===== config.mk =====
export PLATFORM = sky130hd
export DESIGN_NAME = beta_cycle_sequencer
export DESIGN_NICKNAME = d
export VERILOG_FILES = /design/src/rtl/beta_cycle_sequencer.sv
export SDC_FILE = /design/constraint.sdc
export NUM_CORES = 1
export LEC_CHECK = 0
export ABC_CLOCK_PERIOD_IN_PS = 3200
export CAP_MARGIN = 0
export CORE_MARGIN = 2
export CORE_UTILIZATION = 30
export CTS_CLUSTER_DIAMETER = 120
export DETAILED_ROUTE_END_ITERATION = 7
export RECOVER_POWER = 100
export REMOVE_ABC_BUFFERS = 1
export SLEW_MARGIN = 20
export SYNTH_ARGS = -nofsm -noshare
export SYNTH_HDL_FRONTEND = slang
export SYNTH_SLANG_ARGS = --single-unit

===== constraint.sdc =====
create_clock -name CLK -period 3.2 [get_ports CLK]
set_clock_uncertainty 0.15 [all_clocks]
set_input_delay 0.48 -clock CLK [delete_from_list [all_inputs] [get_ports CLK]]
set_output_delay 0.48 -clock CLK [all_outputs]
set_load 0.03 [all_outputs]

===== src/rtl/beta_cycle_sequencer.sv =====
// Multi-cycle sequencer for a Beta-style RISC datapath.
// It steps each instruction through FETCH, EXEC, an optional MEM access and commit.
// It gates the decoder's write strobes.
// It inserts one-cycle trap slots for illegal opcodes, bus timeouts and interrupts.
module beta_cycle_sequencer #(
  parameter int MEM_TIMEOUT = 16,
  parameter int CNT_W       = 32
) (
  input  logic             CLK,
  input  logic             RESET_N,
  input  logic [5:0]       OPCODE,
  input  logic             IMEM_ACK,
  input  logic             DMEM_ACK,
  input  logic             IRQ,
  input  logic             SUPERVISOR,
  output logic             IMEM_REQ,
  output logic             IR_LE,
  output logic             DMEM_REQ,
  output logic             DMEM_WE,
  output logic             WERF_EN,
  output logic             PC_LE,
  output logic             PCSEL_OVR_EN,
  output logic [2:0]       PCSEL_OVR,
  output logic             WASEL_OVR,
  output logic [1:0]       TRAP_CAUSE,
  output logic [2:0]       STATE,
  output logic [CNT_W-1:0] INSTRET
);

  typedef enum logic [2:0] {
    S_IDLE  = 3'd0,
    S_FETCH = 3'd1,
    S_EXEC  = 3'd2,
    S_MEM   = 3'd3,
    S_TRAP  = 3'd4
  } state_t;

  localparam logic [1:0] CAUSE_ILLOP  = 2'd1;
  localparam logic [1:0] CAUSE_IRQ    = 2'd2;
  localparam logic [1:0] CAUSE_BUSERR = 2'd3;

  localparam logic [5:0] OP_LD  = 6'h18;
  localparam logic [5:0] OP_ST  = 6'h19;
  localparam logic [5:0] OP_LDR = 6'h1F;

  // The timeout counter only has to reach MEM_TIMEOUT-1, so it is sized for that value.
  localparam int TW        = (MEM_TIMEOUT > 1) ? $clog2(MEM_TIMEOUT) : 1;
  localparam int TO_LAST_I = (MEM_TIMEOUT > 0) ? MEM_TIMEOUT - 1 : 0;
  localparam logic [TW-1:0] TO_LAST = TW'(TO_LAST_I);

  state_t            state_q, state_d;
  logic              pend_q, pend_d;
  logic [1:0]        cause_q, cause_d;
  logic [CNT_W-1:0]  instret_q, instret_d;
  logic [TW-1:0]     tmo_q, tmo_d;
  logic              st_q, st_d;
  logic              commit;

  function automatic logic is_illegal(input logic [5:0] op);
    return (op <= 6'h17) ||
           (op inside {6'h1A, 6'h1C, 6'h27, 6'h2B, 6'h2F, 6'h37, 6'h3B, 6'h3F});
  endfunction

  // State and bookkeeping registers, cleared asynchronously.
  always_ff @(posedge CLK or negedge RESET_N) begin
    if (!RESET_N) begin
      state_q   <= S_IDLE;
      pend_q    <= 1'b0;
      cause_q   <= 2'd0;
      instret_q <= '0;
      tmo_q     <= '0;
      st_q      <= 1'b0;
    end else begin
      state_q   <= state_d;
      pend_q    <= pend_d;
      cause_q   <= cause_d;
      instret_q <= instret_d;
      tmo_q     <= tmo_d;
      st_q      <= st_d;
    end
  end

  // Next-state and output decode from the registered state and the current inputs.
  always_comb begin
    state_d      = state_q;
    pend_d       = pend_q;
    cause_d      = cause_q;
    instret_d    = instret_q;
    tmo_d        = tmo_q;
    st_d         = st_q;
    commit       = 1'b0;
    IMEM_REQ     = 1'b0;
    IR_LE        = 1'b0;
    DMEM_REQ     = 1'b0;
    DMEM_WE      = 1'b0;
    WERF_EN      = 1'b0;
    PC_LE        = 1'b0;
    PCSEL_OVR_EN = 1'b0;
    PCSEL_OVR    = 3'd0;
    WASEL_OVR    = 1'b0;

    case (state_q)
      S_IDLE: state_d = S_FETCH;
      S_FETCH: begin
        IMEM_REQ = 1'b1;
        if (IMEM_ACK) begin
          IR_LE   = 1'b1;
          state_d = S_EXEC;
        end
      end
      S_EXEC: begin
        if (is_illegal(OPCODE)) begin
          state_d = S_TRAP;
          cause_d = CAUSE_ILLOP;
        end else if (OPCODE == OP_LD || OPCODE == OP_ST || OPCODE == OP_LDR) begin
          state_d = S_MEM;
          tmo_d   = '0;
          st_d    = (OPCODE == OP_ST);
        end else begin
          commit  = 1'b1;
          WERF_EN = 1'b1;
          PC_LE   = 1'b1;
        end
      end
      S_MEM: begin
        DMEM_REQ = 1'b1;
        DMEM_WE  = st_q;
        if (DMEM_ACK) begin
          commit  = 1'b1;
          PC_LE   = 1'b1;
          WERF_EN = !st_q;
        end else if (MEM_TIMEOUT > 0 && tmo_q == TO_LAST) begin
          state_d = S_TRAP;
          cause_d = CAUSE_BUSERR;
        end else begin
          tmo_d = tmo_q + 1'b1;
        end
      end
      S_TRAP: begin
        PCSEL_OVR_EN = 1'b1;
        WASEL_OVR    = 1'b1;
        WERF_EN      = 1'b1;
        PC_LE        = 1'b1;
        PCSEL_OVR    = (cause_q == CAUSE_IRQ) ? 3'd4 : 3'd3;
        state_d      = S_FETCH;
      end
      default: state_d = S_IDLE;
    endcase

    // An instruction boundary is where a pending, unmasked interrupt is taken.
    if (commit) begin
      instret_d = instret_q + CNT_W'(1);
      if (pend_q && !SUPERVISOR) begin
        state_d = S_TRAP;
        cause_d = CAUSE_IRQ;
        pend_d  = 1'b0;
      end else begin
        state_d = S_FETCH;
      end
    end

    // A new request wins over the clear, so an edge arriving during entry is not lost.
    if (IRQ && state_q != S_IDLE) pend_d = 1'b1;
  end

  assign STATE      = state_q;
  assign TRAP_CAUSE = cause_q;
  assign INSTRET    = instret_q;

endmodule


### Yosys cells after proc, flatten, opt, wreduce, memory -nomap -nowiden

Index checks and enable logic that the tools add are counted.
Widths: inputs -> output; s select.

| operators by class | value |
|---|---|
| add/subtract/negate cells | 2 |
| magnitude comparators | 1 |
| equality and inequality tests | 25 |
| multiplexer cells | 37 |
| bitwise operators | 1 |
| reduce and logical (&&, ||, !) cells | 18 |

Operator list:

| cell | count |
|---|---|
| $eq 6x6->1 const B | 6 |
| $add 32x1->32 const B | 1 |
| $eq 6x5->1 const B | 5 |
| $mux 3 | 9 |
| $mux 4 | 4 |
| $mux 1 | 13 |
| $pmux 3 s4 | 1 |
| $mux 2 | 5 |
| $ne 3x3->1 const B | 3 |
| $ne 2x2->1 const B | 4 |
| $pmux 4 s2 | 1 |
| $reduce_bool 8->1 | 1 |
| $eq 3x2->1 const B | 2 |
| $le 6x5->1 const B | 1 |
| $pmux 1 s3 | 2 |
| $reduce_bool 2->1 | 3 |
| $reduce_and 5->1 | 1 |
| $add 4x1->4 const B | 1 |
| $eq 4x4->1 const B | 1 |
| $ne 4x4->1 const B | 1 |
| $pmux 2 s2 | 1 |
| $reduce_and 4->1 | 1 |
| $eq 3x1->1 const B | 1 |
| $eq 3x3->1 const B | 1 |
| other kinds (11) | 15 |

| storage, ports and cells | value |
|---|---|
| bits in registers | 43 |
| input bits | 12 |
| output and inout port bits | 48 |

### Logic depth before layout (Yosys ltp)

Gate-level depths: netlist of run 1.

| logic depth | value |
|---|---|
| word-level depth | 8 |
| depth in mapped cells | 7 |
| gate-level depth less buffers | 6 |

### Least setup slack after synthesis of run 1

OpenSTA, ideal clock, no wires.

| timing | value |
|---|---|
| path type | reg2out |
| from | reg state_q[0] (netlist: STATE[0]) |
| to | out IR_LE |
| data arrival time | 2.076 ns |
| setup slack | 0.494 ns |
| cell stages (with the launch flop) | 4 |
| path buffers | 1 |
| cells stage by stage | dfrtp_1 > clkbuf_1 > nor3b_1 > and2_1 |

| on the way | value |
|---|---|
| word-level cells in the longest chain between the ends | 2 |

Ends and longest elaborated chain:

| what | line | text |
|---|---|---|
| from (decl) | 51 | `state_t state_q, state_d;` |
| from (signal assigned) | 74 | `state_q <= state_d;` |
| $eq 3x1->1 | 102 | `case (state_q)` |
| $mux 1 | 102 |  |
| to (decl) | 17 | `output logic IR_LE,` |

Every way passes these cells.

### Worst setup path after layout of run 1

| timing | value |
|---|---|
| from | in OPCODE[1] |
| to | out WERF_EN |

| on the way | value |
|---|---|
| word-level cells in the longest chain between the ends | 6 |
| elaborated cells between the ends (all ways) | 19 |

Ends and longest elaborated chain:

| what | line | text |
|---|---|---|
| from (decl) | 11 | `input logic [5:0] OPCODE,` |
| branches (longest 4 deep; another with $le 6x5->1) | -- |  |
| $mux 1 * | 112 | `if (is_illegal(OPCODE)) begin` |
| $pmux 1 s3 * | 102 |  |
| to (decl) | 20 | `output logic WERF_EN,` |

Mark *: on every way between the ends.

==> results.toml, run 1 <==
[worst_setup_path]
r2r_cells = 6
r2r-start = "INSTRET[2]"
crit_required_ns = 2.57
rrSetupSlack_ns = 0.88
crit_end = "WERF_EN"
critPathLaunchType = "input pin"
critPathMaxFanout = 5
critPathKind = "input pin to primary output"
r2r-end = "INSTRET[21]"
crit_path_end_kind = "primary output"
cp_data_arrival_time_ns = 2.33
critPathLaunch = "OPCODE[1]"

[clocking]
cts_root_buf = "clkbuf_8"
cts_tree = "built"
hold_buffers = 0
cts_made_buffers = 5
htreeDepth = 2
post_cts_resized = 0
clock-sinks = 43
clkTransAtPathRegs_ns = 0.08
postCtsSetupBuffers = 0
cts.path.max_buffers = 2
clk_latency_ns = 0.29

[route]
dr.first_iter.drc_count = 62
finalWirelength_um = 5100
drc = 0
vias = 1866
vias_per_cell = 4.80
wire_per_inst_um = 13.1
drt_pass1_iterations = 4
ant_nets = 0

[sta]
tightest_slew_ns = 1.46
fin_crit_sh_pct = 92.4
drv_slew = 0
rsz0062_at_grt = "no"
max_slew_margin_pct = 2.49
layout_setup_ws_ns = 0.243
hold_viol_final = 0
setup_tns_ns = 0
layout_min_cycle_time_ns = 2.96
finalSetupViolations = 0
timing.fmax_ghz = 0.338

[pwr]
vdd_drop_max_mv = 0.148
power_density_mw_per_mm2 = 592
p_leak_nw = 1.39

[synthesis]
yosysWarnings = 0
yosysSeqAreaShare_pct = 48.0
avgSynthCellArea_um2 = 10.2
synth_edf_count = 0
synth_area_leaders = "dfrtp_1 (48%), xnor2_1 (10%), nand2_1 (3.9%)"
yosys.area.top_type = "dfrtp_1"
async_flop_share_pct = 100
netlist-cell-type-count = 43
synth-seq-cells = 43
ys.flop_type = "dfrtp_1"
synth_top_area_share_pct = 48.0
netlist_area_mm2 = 0.00224
synthCells = 219

[place]
dp_slack_ns = 0.263
place.gp.congestion = 0.808
hpwl_um = 3760
io_buffers = 59

[global_routing]
first_global_vias = 1843
grt_pass1_wl_um = 8740
antenna_found_initial = 0
grt_max_degree = 44
grt_overflow_total = 0
grt_usage_pct = 13.0

[run_status]
status = "finished, final reports clean"

[finish]
final_common_cell = "dlygate4sd3_1"
seq_area_mm2 = 0.00108
n_fill_cell = 732
antenna_cells_inserted = 0
multi_input_area_mm2 = 0.00105
final_cell_mix = "dlygate4sd3_1 (47), dfrtp_1 (43), xnor2_1 (26), nand2_1 (23), nand3_1 (17)"
nets = 303
area_delta_synth_final_pct = 34.7
drive_gt1_share_pct = 5.86

[floorplan]
die_w_um = 90.4
fp-row-count = 31
io_pins = 60
die_area_mm2 = 0.00817
start_util_pct = 30.9
die_h_um = 90.4
coreArea_mm2 = 0.00725

[job]
cap_violations = 0

[min_path]
min_path_type = "flop to flop"
-- layout make-up --
class	count	area share, %
Sequential cell	43	35.7
Multi-Input combinational cell	163	34.8
Timing Repair Buffer	70	21.4
Tap cell	99	4.11
Clock buffer	8	3.32
Inverter	6	0.747
-- sequential cells by signal, summed over array words and instances (netlist names) --
| register | count |
|---|---|
| pend_q | 1 |
| INSTRET | 32 |
| st_q | 1 |
| TRAP_CAUSE | 2 |
| tmo_q | 4 |
| STATE | 3 |
-- how the worst min path moves through the flow --
stage | cells past startpoint | from | slack (ns) | endpoint
2_1_floorplan | 0 | RESET_N | 0.03 | INSTRET[0]
3_3_place_gp | 1 | INSTRET[31] | 0.32 | INSTRET[31]
6_report | 1 | INSTRET[31] | 0.32 | INSTRET[31]
3_5_place_dp | 1 | INSTRET[31] | 0.32 | INSTRET[31]
4_1_cts | 1 | RESET_N | 0.23 | INSTRET[4]
5_1_grt | 1 | INSTRET[31] | 0.36 | INSTRET[31]
-- synth_stat cells, types with 2 or more instances --
cell and count:
o21ai_0 4, nand3b_1 2, nand4_1 12, xor2_1 6, nand2b_1 4, xnor2_1 26
clkbuf_1 4, nand2_1 23, nor2_1 14, ha_1 2, and2_1 3, inv_1 6
and4_1 6, a21oi_1 8, or2_2 2, nand3_1 17, nor3b_1 3, buf_4 2
and3_1 5, nor3_1 3, dfrtp_1 43, o32ai_1 2, a2111oi_4 2
-- cells by family (layout without fill, tap and decap cells) --
| family | after synthesis | in the layout | share of synthesized area, % |
|---|---|---|---|
| mux | 2 | 2 | 0.950 |
| fa+ha+maj | 2 | 2 | 1.12 |
| simple gates | 99 | 99 | 23.7 |
| flops | 43 | 43 | 48.0 |
| buf+inv | 13 | 84 | 2.57 |
| compound gates | 27 | 27 | 10.3 |
| xor+xnor | 33 | 33 | 13.2 |
-- critical path, cell delays in order --
cell,delay [ns]
clkdlybuf4s50_1,0.47
or3b_1,0.35
a311o_1,0.39
a21oi_1,0.15
a21oi_1,0.05
o32ai_1,0.16
clkbuf_2,0.26
-- through the flow --
step                std cells  total power [mW]  hold WS, ns  utilization (%)  instance area (um2)
floorplan                 212              1.17       0.0344                -                 2200
global placement          379              1.48        0.319             41.0                 2980
detailed placement        379              1.50        0.321             41.0                 2980
CTS                       387              1.88        0.229             42.4                 3080
global route              389              1.89        0.355             41.6                 3020
finish                    389              1.79        0.324             41.6                 3020
-- layer usage --
metal | track usage, % | part of all wire (%) | up-vias
li1 | - | - | 906
met1 | 17.7 | 49 | 901
met2 | 20.2 | 44 | 52
met3 | 3.42 | 5.2 | 7
met4 | 3.97 | 1.2 | 0
met5 | 0 | 0 | -
-- report_power, final --
group	leakage, nW	total [mW]	switching [mW]	internal [mW]
clock network	0.0515	0.370	0.173	0.197
logic	0.770	0.671	0.412	0.260
registers	0.572	0.745	0.117	0.628
total	1.39	1.79	0.702	1.08
No activity file was read; power rests on OpenSTA's default activity.
==> run 2: changes to the inputs <==
SETUP_SLACK_MARGIN = 0.02   (was not set)
==> results of run 2 <==
No change in the layout: final DEF, timing and power equal those of run 1.
==> run 3: changes to the inputs <==
DONT_BUFFER_PORTS = 1   (was not set)
==> results.toml, run 3 (synthesized netlist as in run 1, its figures left out) <==
[run_status]
status = "finished, final reports clean"

[worst_setup_path]
crit_required_ns = 2.57
cp_num_buf_inv = 1
critPathKind = "flop to primary output"
cp_top_family = "simple AND/OR/NAND/NOR gates"
slowest_delay_ns = 0.60
crit_chain = "nor3b_1 -> clkbuf_1 -> and2_0"
crit_path_end_kind = "primary output"
cp_data_arrival_time_ns = 2.01
slowest_stage = "dfrtp_1"
critPathLaunchType = "flop"
critPathMaxFanout = 10

[floorplan]
io_pins = 60
coreArea_mm2 = 0.00725
die_area_mm2 = 0.00817
die_h_um = 90.4
fp-row-count = 31
die_w_um = 90.4
start_util_pct = 30.9

[finish]
final_cell_mix = "dfrtp_1 (43), xnor2_1 (26), nand2_1 (23), nand3_1 (17), nor2_1 (14)"
final_common_cell = "dfrtp_1"
n_fill_cell = 756
drive_gt1_share_pct = 7.89
area_delta_synth_final_pct = 9.83
antenna_cells_inserted = 0
nets = 241
fin_cells = 327
largest_register_ffs = 32

[route]
finalWirelength_um = 5030
ant_nets = 0
drt_pass1_iterations = 4
vias_per_cell = 5.06
dr.first_iter.drc_count = 36
wire_per_inst_um = 15.4
drc = 0
vias = 1653

[clocking]
cts_root_buf = "clkbuf_8"
post_cts_resized = 0
postCtsSetupBuffers = 0
cts_tree = "built"
clkTransAtPathRegs_ns = 0.08
cts_made_buffers = 5
clk_latency_ns = 0.29
hold_buffers = 2
htreeDepth = 2
cts.path.max_buffers = 2
clock-sinks = 43

[pwr]
p_leak_nw = 1.03
p_sw_uw = 693
seqPwrFrac_pct = 50.9
internal_power_uw = 926
clkPwrFrac_pct = 20.7
vdd_drop_max_mv = 0.138
power_frac_comb_pct = 28.5
swShare_pct = 42.8
power_density_mw_per_mm2 = 658

[sta]
timing.fmax_ghz = 0.379
fin_crit_sh_pct = 82.5
layout_min_cycle_time_ns = 2.64
rsz0062_at_grt = "no"
max_slew_margin_pct = 47.2
setup_tns_ns = 0
tightest_slew_ns = 0.790
finalSetupViolations = 0
drv_slew = 0
hold_viol_final = 0

[global_routing]
antenna_found_initial = 0
grt_usage_pct = 12.4
grt_max_degree = 44
grt_pass1_wl_um = 8310
grt_overflow_total = 0
first_global_vias = 1605

[place]
dp.cells = 317
hpwl_um = 3540
place.gp.congestion = 0.759
io_buffers = 0

[job]
cap_violations = 0

[min_path]
min_path_type = "input pin to flop"
run 3: cell types whose count changed in the layout (fill, tap and decap cells not counted), moves of 2 or more:
cell	previous run	this run
buf_4	4	2
a2111oi_0	2	0
clkbuf_1	8	6
clkdlybuf4s50_1	10	0
dlygate4sd3_1	47	1
clkbuf_8	7	5
run 3: layout make-up:
class                   count  area (um2)  share of cell area [%]
repair buffers              8        67.6                    2.75
flip-flops and latches     43        1080                    43.7
inverters                   6        22.5                   0.916
clock buffers               7        76.3                    3.10
multi-input cells         163        1090                    44.3
clock inverters             1        5.00                   0.203
well taps                  99         124                    5.04
run 3: layer usage:
metal | track usage [%] | vias up | part of all wire, %
met5 | 0 | - | 0
met4 | 3.97 | 0 | 1.1
met3 | 4.34 | 7 | 7.0
met2 | 18.0 | 54 | 43
met1 | 17.3 | 800 | 49
li1 | - | 792 | -
run 3: worst paths after layout:
kind	startpoint	end	slack (ns)	cells after the start
max in group asynchronous	RESET_N	INSTRET[4]	2.13	2
min in group asynchronous	RESET_N	INSTRET[1]	0.56	2
worst min-delay path	SUPERVISOR	pend_q	0.21	2
worst min register to register	pend_q	pend_q	0.38	2
worst max register to register	INSTRET[5]	INSTRET[23]	0.61	5
worst max-delay path	STATE[1]	IR_LE	0.56	3
run 3: power by group through the flow:
stage	combinational [mW]	sequential (mW)	clock, mW
finish	0.461	0.823	0.335
CTS	0.483	0.825	0.349
global route	0.513	0.839	0.368
detailed placement	0.466	0.836	0
global placement	0.458	0.836	0
floorplan	0.336	0.835	0
run 3: per-stage QoR:
step / setup WS [ns] / util [%] / total power, mW / hold WS (ns) / cell area, um2
after floorplan: 0.616 / - / 1.17 / 0.0344 / 2200
final: 0.560 / 33.9 / 1.62 / 0.205 / 2460
after CTS: 0.536 / 34.4 / 1.66 / 0.195 / 2490
after global placement: 0.568 / 32.7 / 1.29 / 0.0360 / 2370
after global routing: 0.349 / 33.9 / 1.72 / 0.214 / 2460
after detailed placement: 0.598 / 32.7 / 1.30 / 0.0359 / 2370
==> patch (settings of run 3) <==
Change the parameter `MEM_TIMEOUT` from 16 to 8.
--- a/src/rtl/beta_cycle_sequencer.sv
+++ b/src/rtl/beta_cycle_sequencer.sv
@@ -4,5 +4,5 @@
 // It inserts one-cycle trap slots for illegal opcodes, bus timeouts and interrupts.
 module beta_cycle_sequencer #(
-  parameter int MEM_TIMEOUT = 16,
+  parameter int MEM_TIMEOUT = 8,
   parameter int CNT_W       = 32
 ) (
Check against the original RTL: no difference found for any inputs over 10 cycles, from zero or initial values and one cycle with RESET_N low; that may be too few to reach the edited logic, so the function may still have changed.
==> patch against run 3 <==
The flow now finishes with violations (max-capacitance violations, max-slew violations). Worst setup slack lost 110 ps. Sequential power grew 4.7%. Power grew 16%. Routed wire length grew 16%. Area after synthesis grew 6.5%. Sequential cell count shrank 1. Core utilization shrank 0.38 points. Cell area grew 5.3%. Largest power group unchanged.
==> patch: results (changes against run 3) <==
# setup viols final 0 (unchanged); Distinct cells, synth 48 (+12%); vias in the first global route 1775 (+11%); layout net count 257 (+6.6%); DP HPWL 4120 um (+16%); initial antenna violation count 0 (unchanged); top cells by area, synth dfrtp_1, xor2_1, nand2_1; Placed Cells 335 (+5.7%); Crit path largest cell delay 640 ps (+40 ps); first-pass GRT wire length 9540 um (+15%); finished layout cell area 0.00259 sq mm (+5.3%); Max-Cap Viols 1 (+1); Vias/cell 5.27 (+4.3%); setup ws final 452 ps (-108 ps); CTS Buf Count 5 (unchanged); WL final 5820 um (+16%); Starting DRT DRC Count 118 (+230%); drt first pass iters 5 (+1); post-synthesis sequential area ratio 44.1% (-4.0 points); violations in the final reports max-capacitance violations, max-slew violations; Slew headroom -27.1% (-74 points); Clk power 510 uW (+52%); H-tree Lvls 2 (unchanged); port buffer count 0 (unchanged); Post-synth top flop dfrtp_1; Hold WC Path Type input port to register; Clock Root Buffer clkbuf_8; crit-path leading delay family flip-flops; largest net degree at the start of global routing 43 (-2.3%); # diodes 0 (unchanged); worst-path maximum fanout 7 (-3); filler cell count 785 (+3.8%); status finished, violations left; share of cells above drive strength 1 8.23% (+0.34 points); Final Max Tran Viols 43 (+43); clock latency on the worst-skew pair 300 ps; Synth top cells by count dfrtp_1, nand2_1, xor2_1, nand4_1, xnor2_1; Ys Warns 0 (unchanged); Placement Cell Area 0.00251 sq mm (+5.9%); sequential power 862 uW (+4.7%); Syn-to-layout area delta 8.66%; Data arrival, critical path 2120 ps (+110 ps); post-synthesis cell count 235 (+7.3%); Post-Layout Cell Count 345 (+5.5%); Power Density 725 mW/mm^2 (+10%); routability cong. 0.827 (+9.0%); CTS max path bufs 2 (unchanged); internal power 1.09 mW (+17%); Clk pin slew, worst setup/hold paths 90 ps; async set-reset flop share out of synthesis 100% (unchanged); Critical Path Slowest Stage Cell dfrtp_1; All-Layer GR Usage 14.1% (+1.7 points); WHS 167 ps (-38.7 ps); pre-CTS setup slack 562 ps (-36.3 ps); max FFs per register 32 (unchanged); Max IR drop VDD 0.000305 V (+120%); Pleak 1.11 nW (+7.2%)
[patch: cell types whose count changed in the layout (fill, tap and decap cells not counted), sizes merged, moves of 4 or more]
cell	before	now
nand2b	4	0
xor2	6	17
nand4	12	17
nand3	17	12
nand4bb	0	4
nor4b	0	4
a21oi	9	13
xnor2	27	14
and4	6	1
nand2	23	33
[patch: cell type report]
class | instances | area (sq um) | share of cell area (%)
Multi-Input combinational cell | 177 | 1180 | 45.7
Tap cell | 102 | 128 | 4.93
Sequential cell | 42 | 1050 | 40.6
Clock inverter | 3 | 68.8 | 2.66
Inverter | 6 | 22.5 | 0.869
Clock buffer | 5 | 68.8 | 2.66
Timing Repair Buffer | 10 | 67.6 | 2.61
[patch: final timing paths]
kind,from,end,cells past startpoint
max,STATE[0]$_DFFE_PN0P_,WERF_EN,4
min,SUPERVISOR,pend_q$_DFFE_PN0P_,2
max reg2reg,STATE[1]$_DFFE_PN0P_,INSTRET[9]$_DFFE_PN0P_,5
min reg2reg,pend_q$_DFFE_PN0P_,pend_q$_DFFE_PN0P_,2
max in group asynchronous,RESET_N,tmo_q[0]$_DFFE_PN0P_,2
min in group asynchronous,RESET_N,INSTRET[2]$_DFFE_PN0P_,2
[patch: cell families (layout without fill, tap and decap cells)]
group           count (synthesis)  in the layout  synth area share [%]
simple gates                  108            108                  25.8
xor+xnor                       31             31                  11.4
mux                             2              2                  1.05
flops                          42             42                  44.1
compound gates                 33             33                  12.6
fa+ha+maj                       3              3                  1.57
buf+inv                        16             24                  3.46
[patch: metal layers]
metal,global-route usage (%),share of wire [%]
met3,6.85,8.2
met2,21.5,46
met5,0,0
met1,17.8,44
met4,3.68,1.3
[patch: repair_timing]
item                                   CTS  global route
hold buffers                             2             0
buffers inserted                         0             0
resized for setup                        0             0
endpoints found under the hold margin   42             0
